**src/rtl/pipelined_adder_pkg.sv**
```systemverilog
// Shared definitions for the pipelined adder: slice sizing, parameter
// legality and the layout of each stage register.
//
// Stage register k (k = 0 .. STAGES-1) holds:
//   a_q   : operand A, shifted right so the next unconsumed slice sits at bit 0
//   b_q   : effective operand B (already inverted for subtract), shifted the same way
//   s_q   : result slices produced so far, newest slice at the top, shifting down
//   c_q   : carry out of slice k, consumed by stage k+1 (cout at the last stage)
//   ovf_q : carry-into-MSB XOR carry-out of slice k (meaningful at the last stage)
//   v_q   : valid bit; 0 marks a bubble
package pipelined_adder_pkg;

    function automatic int slice_width(input int width, input int stages);
        return width / stages;
    endfunction

    function automatic bit cfg_legal(input int width, input int stages);
        return (width >= 2) && (stages >= 1) && ((width % stages) == 0);
    endfunction

endpackage

```
**src/rtl/pipelined_adder_slice.sv**
```systemverilog
// One combinational slice of the ripple chain. c_msb is recovered from the
// MSB sum bit (sum = a ^ b ^ carry_in), which also works for a 1-bit slice.
module adder_slice #(
    parameter int SW = 8
) (
    input  logic [SW-1:0] a,
    input  logic [SW-1:0] b,
    input  logic          cin,
    output logic [SW-1:0] s,
    output logic          cout,
    output logic          c_msb
);

    logic [SW:0] full;

    // Slice sum with carry out, and carry into the slice MSB
    always_comb begin
        full  = {1'b0, a} + {1'b0, b} + {{SW{1'b0}}, cin};
        s     = full[SW-1:0];
        cout  = full[SW];
        c_msb = full[SW-1] ^ a[SW-1] ^ b[SW-1];
    end

endmodule

```
**src/rtl/pipelined_adder.sv**
```systemverilog
// Pipelined add/subtract with valid/ready flow control. The carry chain is
// cut into STAGES slices; a single global enable advances or holds the
// whole pipeline, so stalls propagate straight back to in_ready.
module pipelined_adder
    import pipelined_adder_pkg::*;
#(
    parameter int WIDTH  = 32,
    parameter int STAGES = 4
) (
    input  logic             clk,
    input  logic             rst_n,
    input  logic             in_valid,
    output logic             in_ready,
    input  logic [WIDTH-1:0] a,
    input  logic [WIDTH-1:0] b,
    input  logic             cin,
    input  logic             sub,
    output logic             out_valid,
    input  logic             out_ready,
    output logic [WIDTH-1:0] s,
    output logic             cout,
    output logic             ovf
);

    localparam int SLICE = slice_width(WIDTH, STAGES);

    if (!cfg_legal(WIDTH, STAGES)) begin : g_bad_cfg
        $error("pipelined_adder: WIDTH must be >= 2 and divisible by STAGES");
    end

    logic en;

    // The pipeline moves only when the output slot is free or being drained
    assign en       = out_ready | ~out_valid;
    assign in_ready = en;

    for (genvar k = 0; k < STAGES; k++) begin : g_stage
        logic [WIDTH-1:0] a_src, b_src, s_src;
        logic             c_src, v_src;
        logic [WIDTH-1:0] a_q, b_q, s_q;
        logic             c_q, ovf_q, v_q;
        logic [SLICE-1:0] sl_s;
        logic             sl_cout, sl_cmsb;

        if (k == 0) begin : g_first
            // Stage 0 takes operands straight from the ports, subtract folded in
            always_comb begin
                a_src = a;
                b_src = sub ? ~b : b;
                c_src = sub ? ~cin : cin;
                s_src = '0;
                v_src = in_valid;
            end
        end else begin : g_next
            // Later stages continue from the previous stage register
            always_comb begin
                a_src = g_stage[k-1].a_q;
                b_src = g_stage[k-1].b_q;
                c_src = g_stage[k-1].c_q;
                s_src = g_stage[k-1].s_q;
                v_src = g_stage[k-1].v_q;
            end
        end

        adder_slice #(.SW(SLICE)) u_slice (
            .a     (a_src[SLICE-1:0]),
            .b     (b_src[SLICE-1:0]),
            .cin   (c_src),
            .s     (sl_s),
            .cout  (sl_cout),
            .c_msb (sl_cmsb)
        );

        // Stage register: consume one operand slice, append one result slice
        always_ff @(posedge clk or negedge rst_n) begin
            if (!rst_n) begin
                a_q   <= '0;
                b_q   <= '0;
                s_q   <= '0;
                c_q   <= 1'b0;
                ovf_q <= 1'b0;
                v_q   <= 1'b0;
            end else if (en) begin
                a_q   <= a_src >> SLICE;
                b_q   <= b_src >> SLICE;
                s_q   <= WIDTH'({sl_s, s_src} >> SLICE);
                c_q   <= sl_cout;
                ovf_q <= sl_cmsb ^ sl_cout;
                v_q   <= v_src;
            end
        end
    end

    assign out_valid = g_stage[STAGES-1].v_q;
    assign s         = g_stage[STAGES-1].s_q;
    assign cout      = g_stage[STAGES-1].c_q;
    assign ovf       = g_stage[STAGES-1].ovf_q;

endmodule

```
**config.mk**
```make
export PLATFORM = sky130hd
export DESIGN_NAME = pipelined_adder
export DESIGN_NICKNAME = d
export VERILOG_FILES = /design/src/rtl/pipelined_adder_pkg.sv /design/src/rtl/pipelined_adder_slice.sv /design/src/rtl/pipelined_adder.sv
export SDC_FILE = /design/constraint.sdc
export NUM_CORES = 1
export LEC_CHECK = 0
export CAP_MARGIN = 20
export CELL_PAD_IN_SITES_DETAIL_PLACEMENT = 1
export CELL_PAD_IN_SITES_GLOBAL_PLACEMENT = 1
export CORE_MARGIN = 2
export CORE_UTILIZATION = 47
export CTS_CLUSTER_SIZE = 20
export DETAILED_ROUTE_END_ITERATION = 12
export PLACE_DENSITY = 0.85
export SYNTH_ARGS = -nofsm -noshare
export SYNTH_HDL_FRONTEND = slang
export SYNTH_HIERARCHICAL = 1
export SYNTH_SLANG_ARGS = --single-unit
```
**constraint.sdc**
```tcl
create_clock -name clk -period 3.1 [get_ports clk]
set_input_delay 0.62 -clock clk [delete_from_list [all_inputs] [get_ports clk]]
set_output_delay 0.62 -clock clk [all_outputs]
set_load 0.05 [all_outputs]
```
==> After elaboration in Yosys (flattened, before gate mapping) <==
Cells that the tools add are included.
{ "classes": {"bitwise_logic": 7, "n_div": 0, "n_eq_ne": 0, "n_reduce_logical": 0, "n_lt_le_gt_ge": 0, "add_sub_neg": 8, "shift": 0, "multipliers": 0, "muxes": 2} }
{ "ops": {"columns": ["cell", "count"], "rows": [
  ["adder 8 x 8 -> 9 bit", 4],
  ["adder 9 x 1 -> 9 bit", 4],
  ["2-to-1 mux 32 bit", 1],
  ["inverter 32 bit", 1],
  ["bitwise XOR 1 bit", 3],
  ["inverter 1 bit", 2],
  ["2-to-1 mux 1 bit", 1],
  ["bitwise OR 1 bit", 1]
]} }
{ "totals": {"input_bits": 70, "wordCells": 36, "memories": 0, "ram_bits": 0, "romBits": 0, "out_inout_bits": 36, "ff_bits": 185, "latch_bits": 0} }

==> Logic depth before layout (Yosys ltp) <==
{ "logic_depth": {"depth_word": 5, "ltp_mapped": 10, "ltp_nobuf": 8} }

==> Modules after synthesis <==
The synthesis kept the hierarchy.
{ "by_module_without_submodules": {"columns": ["module", "cells_per_inst", "seq_area_each_um2", "n_inst", "area_each_um2"], "rows": [
  ["pipelined_adder", 430, 4629.4, 1, 7761.2],
  ["adder_slice (g_stage[1].u_slice ...)", 44, 0.0, 3, 376.6],
  ["adder_slice (g_stage[0].u_slice)", 42, 0.0, 1, 374.1]
]} }

==> Worst setup path after synthesis <==
OpenSTA, ideal clock, no wires.
{ "synth_path": {"path_type": "input port to flip-flop", "from": "input sub", "to": "register g_stage[0].c_q", "required_ns": 2.975, "setup_ns": 0.125, "t_arrival_ns": 2.969, "slack_ns": 0.006, "stages": 10, "n_path_buf": 2, "path_cell_list": "buf_2 buf_2 xor2_1 fa_1 fa_1 a21o_2 a21oi_2 o211ai_1 a31o_2 mux2_2"} }
{ "synth_via": {"elab_chain_cells": 3, "word_cells_on_any_way": 4, "classes_between": "add/sub (2); mux (2)"} }
{ "synth_lines": {"columns": ["element", "line_no", "text"], "rows": [
  ["from (decl)", "pipelined_adder.sv:17", "input logic sub,"],
  ["2-to-1 mux 32 bit", "pipelined_adder.sv:49", "b_src = sub ? ~b : b;"],
  ["named net g_stage[0].b_src[0]", "pipelined_adder.sv:38", "logic [WIDTH-1:0] a_src, b_src, s_src;"],
  ["adder 8 x 8 -> 9 bit", "pipelined_adder_slice.sv:18", "full = {1'b0, a} + {1'b0, b} + {{SW{1'b0}}, cin};"],
  ["adder 9 x 1 -> 9 bit", "pipelined_adder_slice.sv:18", null],
  ["named net g_stage[0].sl_cout", "pipelined_adder.sv:43", "logic sl_cout, sl_cmsb;"],
  ["to (signal assigned)", "pipelined_adder.sv:87", "c_q <= sl_cout;"],
  ["to (decl)", "pipelined_adder.sv:41", "logic c_q, ovf_q, v_q;"]
]} }
The timed path passes the listed nets, and every way through them passes these cells.
A chain may end at the register's enable or synchronous reset.

==> Worst setup path in the final report <==
{ "layout_path": {"from": "register g_stage[2].a_q[0]", "to": "register g_stage[3].ovf_q, in the netlist ovf"} }
{ "layout_via": {"word_cells_on_any_way": 5, "classes_between": "add/sub (2); bitwise (3)"} }
{ "layout_rtl": {"columns": ["element", "line_no", "text"], "rows": [
  ["from (decl)", "pipelined_adder.sv:40", "logic [WIDTH-1:0] a_q, b_q, s_q;"],
  ["from (signal assigned)", "pipelined_adder.sv:84", "a_q <= a_src >> SLICE;"],
  ["adder 8 x 8 -> 9 bit", "pipelined_adder_slice.sv:18", null],
  ["adder 9 x 1 -> 9 bit", "pipelined_adder_slice.sv:18", null],
  ["named net g_stage[3].sl_cout", "pipelined_adder.sv:43", null],
  ["bitwise XOR 1 bit", "pipelined_adder.sv:88", "ovf_q <= sl_cmsb ^ sl_cout;"],
  ["to (signal assigned)", "pipelined_adder.sv:88", null],
  ["to (decl)", "pipelined_adder.sv:41", null]
]} }
The timed path passes the listed nets, and every way through them passes these cells.

==> results.cfg <==
[run_status]
run_status = complete, no violations

[sta]
period_minus_slack_ps = 2830
fmax_mhz = 353
timing.final.crit_share_pct = 91.3
finClkSkew_ps = 9.84
whs_ps = 181
rsz0062_at_grt = false
slew_violations = 0
setup_viol = 0
tns_ps = 0
slew_headroom_pct = 55.6
finalHoldViolCount = 0
worst_pin_slew_ps = 666

[clock_network]
cts_resized = 0
clock_path_buffers = 2
clk_pin_slew_ps = 70
cts.htree.levels = 4
cts_root_buf = clkbuf_16
post_cts_buffers = 0
holdBufCountCts = 0
clk_latency_ps = 440
cts_tree = done
numCtsBuffers = 17
cts_sinks = 185

[floorplanning]
dieArea_um2 = 20600
fp-row-count = 51
top_level_ports = 106
fp.dieW_um = 144
core_area_um2 = 19300
start_util_pct = 47.4
fp.dieH_um = 144

[power_and_ir_drop]
p_per_area_nw_per_um2 = 1150
p_leak_nw = 5.08
power.total_mw = 12.7
ir_drop_uv = 481

[place]
finalWeightedCongestion = 0.794
io_buffers = 105
postPlaceCellArea_um2 = 10500
dp.cells = 954
hpwl_um = 13500

[grt]
grt_first_pass_wirelength_um = 32000
grt.total_usage_pct = 20.1
overflow = 0
grt_max_degree = 72
antenna_found_initial = 1
grt_pass1_vias = 5909

[worst_setup_path]
reg2reg_slack_ps = 270
path_max_fanout = 4
reg2regPathDepth = 8
worstSetupPathType = flop to flop
worst_r2r_startpoint = g_stage[2].a_q[0]
cp.arrival_ps = 3150
worst_setup_path_start_kind = flop
cp-end-kind = flop
crit_required_ps = 3420
worstReg2RegEnd = ovf

[layout]
final_layout_size_suffix_gt1_share_pct = 34.5
syn_to_final_growth_pct = 20.5
finalNonFillerCells = 987
final_area_um2 = 11100
nets = 814

[drt]
via_per_inst = 5.28
num_vias = 5208
drt_wl_total_um = 19400
drtPass1Iterations = 4
drt_iter0_drc = 193
wl_per_cell_um = 19.6
ant_nets = 0
drc = 0

[synth]
syn_area_per_cell_um2 = 15.3
synth_fp_nets = 704
syn_area_um2 = 9170
yosysWarnings = 6
syn_inst = 598

[run]
cap_violations = 0

[worst_hold_path]
hold_class = primary input to asynchronous set/reset pin
-- area by class of cell --
| class | instances | area (um^2) |
|---|---|---|
| sequential | 185 | 4630 |
| clock buffer | 18 | 439 |
| timing repair buffer | 116 | 1190 |
| fill | 1853 | 8280 |
| antenna | 1 | 2.50 |
| tap | 265 | 332 |
| multi-input combinational | 376 | 4270 |
| inverter | 12 | 45.0 |
| clock inverter | 14 | 140 |
-- metrics by stage --
stage          utilization, %  setup slack [ps]
2_1_floorplan               -              6.24
3_3_place_gp             54.1             -22.6
3_5_place_dp             54.1              -105
4_1_cts                  57.1               283
5_1_grt                  57.1               141
6_report                 57.2               269
-- metal layers --
layer	track usage [%]	wire length, um	vias to the layer above
met3	4.60	775	31
met2	34.5	9870	107
li1	-	-	2349
met4	6.45	356	0
met1	25.2	8380	2721
met5	0	0	-
-- power breakdown --
part / internal, mW / leakage (nW) / switching [mW]
clock: 1.15 / 0.285 / 0.987
combinational: 3.32 / 2.64 / 2.99
sequential: 3.53 / 2.15 / 0.762
-- placed cells by master, fill, tap and decap left out, types with 2 or more instances in the layout --
cell type / n
o21ai_0: 19
xnor2_1: 13
nor3_1: 11
buf_4: 7
inv_6: 4
clkbuf_16: 17
inv_8: 2
nor2_1: 7
a211oi_1: 3
nand2b_1: 5
a21o_2: 5
o21bai_1: 4
xor2_1: 39
a31oi_1: 4
nand2_1: 3
dfrtp_1: 185
clkinv_2: 2
a21oi_1: 15
mux2_4: 138
mux2_2: 46
clkdlybuf4s50_1: 102
clkinv_4: 4
a31o_2: 4
ha_1: 28
fa_1: 8
inv_1: 12
a41oi_2: 3
a21o_1: 3
or4b_1: 4
o2111ai_1: 4
buf_12: 5
a211oi_2: 4
-- sequential cells by signal (all words and copies together), names as in the netlist --
name / count
g_stage.v_q: 3
ovf: 1
g_stage.b_q: 48
g_stage.s_q: 48
g_stage.a_q: 48
out_valid: 1
g_stage.c_q: 3
s: 32
cout: 1
-- critical path, stage by stage (launching register included) --
cell     delay, ps
dfrtp_1        410
fa_1           500
fa_1           420
a21o_2         230
a21oi_1        340
o21ai_0        140
a31o_2         280
xor2_1         150
mux2_2         250
-- worst max path at each step --
stage / startpoint / to / slack [ps] / depth (start not counted)
after floorplan: sub / g_stage[0].c_q / 6 / 10
after global placement: b[0] / g_stage[0].c_q / -20 / 9
after detailed placement: b[0] / g_stage[0].s_q[30] / -110 / 10
after CTS: g_stage[2].a_q[0] / ovf / 280 / 8
after global routing: g_stage[2].a_q[0] / ovf / 140 / 8
final: g_stage[2].a_q[0] / ovf / 270 / 8
Note: power is estimated with default switching activity, not from simulation.
